$ cat src/rtl/sha512_pad.sv
// rtl/sha512_pad.sv - SHA-512 message padder between the message FIFO and the compression core
// Adds the 0x80 marker, zero fill and the 128-bit length, keeping each message a whole number of 16-word blocks.

module sha512_pad (
   input  logic         clk_i,
   input  logic         rst_i,
   input  logic         sha_en_i,
   input  logic         hash_start_i,
   input  logic         hash_process_i,
   input  logic [127:0] message_length_i,
   input  logic         fifo_rvalid_i,
   input  logic [71:0]  fifo_rdata_i,
   output logic         fifo_rready_o,
   output logic         shaf_rvalid_o,
   output logic [63:0]  shaf_rdata_o,
   input  logic         shaf_rready_i,
   output logic         hash_done_o
);

   typedef enum logic [2:0] {
      IDLE,
      FIFO_RX,
      PAD80,
      PAD00,
      LEN_HI,
      LEN_LO
   } state_e;

   state_e      state_q, state_d;
   logic [3:0]  word_cnt_q;
   logic        process_q;
   logic        done_q;
   logic [63:0] fifo_data;
   logic [7:0]  fifo_mask;
   logic [3:0]  valid_bytes;
   logic [63:0] partial_word;
   logic        xfer;

   assign fifo_data = fifo_rdata_i[71:8];
   assign fifo_mask = fifo_rdata_i[7:0];

   // Valid bytes are leading-contiguous from the MSB; 8 means a full word.
   always_comb begin
      valid_bytes = 4'd8;
      casez (fifo_mask)
         8'b0???????: valid_bytes = 4'd0;
         8'b10??????: valid_bytes = 4'd1;
         8'b110?????: valid_bytes = 4'd2;
         8'b1110????: valid_bytes = 4'd3;
         8'b11110???: valid_bytes = 4'd4;
         8'b111110??: valid_bytes = 4'd5;
         8'b1111110?: valid_bytes = 4'd6;
         8'b11111110: valid_bytes = 4'd7;
         default:     valid_bytes = 4'd8;
      endcase
   end

   always_comb begin
      partial_word = 64'h0;
      for (int b = 0; b < 8; b++) begin
         if (4'(b) < valid_bytes) begin
            partial_word[63-8*b -: 8] = fifo_data[63-8*b -: 8];
         end else if (4'(b) == valid_bytes) begin
            partial_word[63-8*b -: 8] = 8'h80;
         end
      end
   end

   always_comb begin
      state_d       = state_q;
      shaf_rvalid_o = 1'b0;
      shaf_rdata_o  = 64'h0;
      fifo_rready_o = 1'b0;
      case (state_q)
         IDLE: begin
            if (hash_start_i) state_d = FIFO_RX;
         end
         FIFO_RX: begin
            if (fifo_rvalid_i) begin
               shaf_rvalid_o = 1'b1;
               fifo_rready_o = shaf_rready_i;
               if (fifo_mask == 8'hFF) begin
                  shaf_rdata_o = fifo_data;
               end else begin
                  shaf_rdata_o = partial_word;
                  if (shaf_rready_i) state_d = PAD00;
               end
            end else if (process_q) begin
               state_d = PAD80;
            end
         end
         PAD80: begin
            shaf_rvalid_o = 1'b1;
            shaf_rdata_o  = 64'h8000_0000_0000_0000;
            if (shaf_rready_i) state_d = PAD00;
         end
         PAD00: begin
            // Word 14 of the current block is where the length goes.
            if (word_cnt_q == 4'd14) begin
               state_d = LEN_HI;
            end else begin
               shaf_rvalid_o = 1'b1;
            end
         end
         LEN_HI: begin
            shaf_rvalid_o = 1'b1;
            shaf_rdata_o  = message_length_i[127:64];
            if (shaf_rready_i) state_d = LEN_LO;
         end
         LEN_LO: begin
            shaf_rvalid_o = 1'b1;
            shaf_rdata_o  = message_length_i[63:0];
            if (shaf_rready_i) state_d = IDLE;
         end
         default: state_d = IDLE;
      endcase
      // Disabling the engine suppresses any handshake in the aborting cycle.
      if (!sha_en_i) begin
         state_d       = IDLE;
         shaf_rvalid_o = 1'b0;
         fifo_rready_o = 1'b0;
      end
   end

   assign xfer        = shaf_rvalid_o && shaf_rready_i;
   assign hash_done_o = done_q;

   always_ff @(posedge clk_i) begin
      if (rst_i) begin
         state_q    <= IDLE;
         word_cnt_q <= 4'd0;
         process_q  <= 1'b0;
         done_q     <= 1'b0;
      end else begin
         state_q <= state_d;
         done_q  <= (state_q == LEN_LO) && xfer;
         if (state_d == IDLE) begin
            process_q <= 1'b0;
         end else if (hash_process_i) begin
            process_q <= 1'b1;
         end
         if (!sha_en_i || (state_q == IDLE && hash_start_i)) begin
            word_cnt_q <= 4'd0;
         end else if (xfer) begin
            word_cnt_q <= word_cnt_q + 4'd1;
         end
      end
   end

endmodule

$ cat config.mk
export PLATFORM = sky130hd
export DESIGN_NAME = sha512_pad
export DESIGN_NICKNAME = d
export VERILOG_FILES = /design/src/rtl/sha512_pad.sv
export SDC_FILE = /design/constraint.sdc
export NUM_CORES = 1
export LEC_CHECK = 0
export BUFFER_PORTS_ARGS = -buffer_cell sky130_fd_sc_hd__buf_4
export CORE_AREA = 2 2 107 109
export DETAILED_ROUTE_END_ITERATION = 16
export DIE_AREA = 0 0 109 111
export PLACE_DENSITY = 0.59
export SETUP_SLACK_MARGIN = 0.5
export SKIP_CTS_REPAIR_TIMING = 1
export SYNTH_ARGS = -nofsm -noshare
export SYNTH_HDL_FRONTEND = slang
export SYNTH_SLANG_ARGS = --single-unit
export TNS_END_PERCENT = 50
$ cat constraint.sdc
create_clock -name clk_i -period 2 [get_ports clk_i]
set_input_delay 0 -clock clk_i [delete_from_list [all_inputs] [get_ports clk_i]]
set_output_delay 0 -clock clk_i [all_outputs]
set_load 0.02 [all_outputs]
==> results.cfg <==
[power]
vdd_drop_max_mv = 0.3747
power.density_nw_per_um2 = 231.3
leakage_uw = 0.002239

[clock_network]
cts_tree = built
numClockSinks = 9
clkLatencyLatePin_ns = 0.23
root_buffer = sky130_fd_sc_hd__clkbuf_16
cts.clk_slew.worst_paths_ns = 0.04
cts.htree.levels = 1
clock_tree.buffer_depth = 2
cts_made_buffers = 3

[critical_path]
critical-path-max-stage-delay_ns = 0.31
critPathTopFamily = simple AND/OR/NAND/NOR gates
cp_data_required_time_ns = 2.00
crit_path_end_kind = primary output
worst_ep_arrival_time_ns = 1.73
cp_cell_sequence = nand4bb_1, buf_6, nor4_4, buf_4, nand2_1, o21ai_1, buf_4
rrSetupSlack_ns = 0.34
worst-path-buf-inv = 3
worstSetupStartpointType = flip-flop
crit_path_max_fanout = 8
critPathMostFrequentCell = sky130_fd_sc_hd__buf_4
timing.setup.critical_path_class = flip-flop to primary output
critical_path.slowest_cell = sky130_fd_sc_hd__dfxtp_2

[synthesis]
synth-warning-count = 0
synth_flop_cell = sky130_fd_sc_hd__dfxtp_1
syn-num-nets = 496
synth.top_cells.by_area = sky130_fd_sc_hd__mux2i_1 (34%), sky130_fd_sc_hd__o21ai_0 (14%), sky130_fd_sc_hd__nand2_1 (10%)
synth_area_per_cell_sq_um = 7.001
synth_enable_flop_cells = 0
synthCells = 287
netlist-cell-type-count = 38
post-synth-top-count-cell = sky130_fd_sc_hd__mux2i_1
yosysSeqAreaShare_pct = 8.966
synth-seq-cells = 9
asyncSetResetFlopFracSynth_pct = 0
synthDominantAreaCellType = sky130_fd_sc_hd__mux2i_1
post_synthesis_instance_area_sq_um = 2009
synthTopCellsByCount = sky130_fd_sc_hd__mux2i_1 (68), sky130_fd_sc_hd__o21ai_0 (55), sky130_fd_sc_hd__nand2_1 (54), sky130_fd_sc_hd__nor2_1 (10)
post-synth-top-area-fraction_pct = 33.87

[die]
placeableCoreArea_sq_um = 11080
initial_utilization_pct = 18.14
floorplan.die.height_um = 111
io_pins = 274
dieArea_sq_um = 12100
floorplan.rows = 39
dieWidth_um = 109

[global_routing]
groute.usage.overall_pct = 18.93
grt_start_max_net_pins = 34
first_pass_grt_wire_length_um = 17800
grt_remaining_overflow = 0
initial_antenna_violation_count = 0
first_global_vias = 3225

[flow_run]
cap_violations = 0

[sta]
setup-tns-final_ns = 0
final-hold-violation-count = 0
fmax_ghz = 0.5767
final-setup-viol-count = 0
worst-slew-pin-transition_ns = 0.6093
setup_slack_ns = 0.2660
final_min_period_over_clock_period_pct = 86.70
report.final.slew_viol_count = 0
hold_ws_ns = 0.07867
min_period_ns = 1.734
setup_repair_after_global_routing_missed_its_margin = true
finClkSkew_ns = 0.003071
relSlewSlack_pct = 58.81

[placement]
dp_hpwl_um = 10500
port-buffer-count = 273
place_congestion = 0.9493
place_ws_ns = 0.2914

[layout]
nNetsFinal = 784
post_route_cells_drive_above_1_share_pct = 60.98
diodes = 0
final.fill_count = 1124
flow.area_growth_from_synthesis_pct = 134.9

[run_status]
result_of_the_run = finished, final reports clean

[route]
drt_wl_total_um = 12740
vias = 3403
postRouteAntennaNets = 0
drt_first_iter_violations = 152
wl_per_cell_um = 17.76
drt-pass1-iter-count = 4
drcViolationCount = 0
vias_per_cell = 4.746

[hold_path]
worst_hold_path_type = input pin to flip-flop
per-stage QoR:
stage / std cells / power [uW] / utilization (%) / area [sq um]
2_1_floorplan: 287 / 342.8 / - / 2013
3_3_place_gp: 699 / 705.8 / 38.66 / 4283
3_5_place_dp: 699 / 712.6 / 38.66 / 4283
4_1_cts: 703 / 1067 / 39.38 / 4362
5_1_grt: 717 / 1147 / 42.61 / 4720
6_report: 717 / 1091 / 42.61 / 4720
worst reg2reg max path: stages, from the launching register on:
cell and delay (ns):
sky130_fd_sc_hd__dfxtp_4 0.34, sky130_fd_sc_hd__buf_12 0.14, sky130_fd_sc_hd__buf_4 0.15, sky130_fd_sc_hd__nor4b_1 0.52, sky130_fd_sc_hd__nor2_1 0.21, sky130_fd_sc_hd__nand2_1 0.12, sky130_fd_sc_hd__mux2i_1 0.06
where the power goes:
group | internal, uW | total (uW) | switching [uW]
sequential | 182 | 184 | 1.96
combinational | 356 | 560 | 203
clock | 266 | 348 | 81.8
sequential cells by signal, summed over array words and instances, names as in the netlist:
register and count:
word_cnt_q 4, state_q 3, hash_done_o 1, process_q 1
worst paths after layout:
kind	from	end	cells past startpoint
worst max-delay path	state_q[2]	shaf_rdata_o[1]	7
worst min-delay path	hash_process_i	process_q	3
worst max register to register	state_q[0]	word_cnt_q[0]	6
worst min register to register	word_cnt_q[0]	word_cnt_q[0]	2
cells by family after synthesis:
group           share of synthesized area [%]
fa+ha+maj                               1.245
flops                                   8.966
buf+inv                                 5.977
compound gates                          24.16
simple gates                            25.78
mux                                     33.87
cells in the final DEF, fill, tap and decap left out, types with 3 or more instances in the layout:
cell type	count
sky130_fd_sc_hd__buf_6	18
sky130_fd_sc_hd__dfxtp_1	6
sky130_fd_sc_hd__o21ai_1	18
sky130_fd_sc_hd__buf_4	278
sky130_fd_sc_hd__nand2_1	36
sky130_fd_sc_hd__nand2b_1	4
sky130_fd_sc_hd__o21ai_2	12
sky130_fd_sc_hd__mux2i_1	67
sky130_fd_sc_hd__or3_1	3
sky130_fd_sc_hd__nor4b_1	3
sky130_fd_sc_hd__inv_1	7
sky130_fd_sc_hd__buf_12	3
sky130_fd_sc_hd__nand2_4	3
sky130_fd_sc_hd__clkbuf_16	3
sky130_fd_sc_hd__nand2_2	15
sky130_fd_sc_hd__o21ai_0	34
sky130_fd_sc_hd__o2bb2ai_1	8
sky130_fd_sc_hd__nand3_1	3
sky130_fd_sc_hd__and3_1	3
sky130_fd_sc_hd__nor2_1	9
sky130_fd_sc_hd__o22ai_1	3
metal layers:
layer  vias up  wire, um  GRT usage, %
met5         -         0             0
li1       1639         -             -
met4         0       210         3.077
met1      1570      4936         23.62
met2       172      6582         34.37
met3        22      1006         2.646
area by class of cell:
type	instances	area [sq um]	share of cell area, %
Timing Repair Buffer	302	2402	50.90
Clock buffer	4	78.83	1.670
Sequential cell	9	186.4	3.950
Multi-Input combinational cell	251	1843	39.05
Tap cell	143	178.9	3.791
Inverter	8	30.03	0.6363
(Power assumes the default switching activity.)
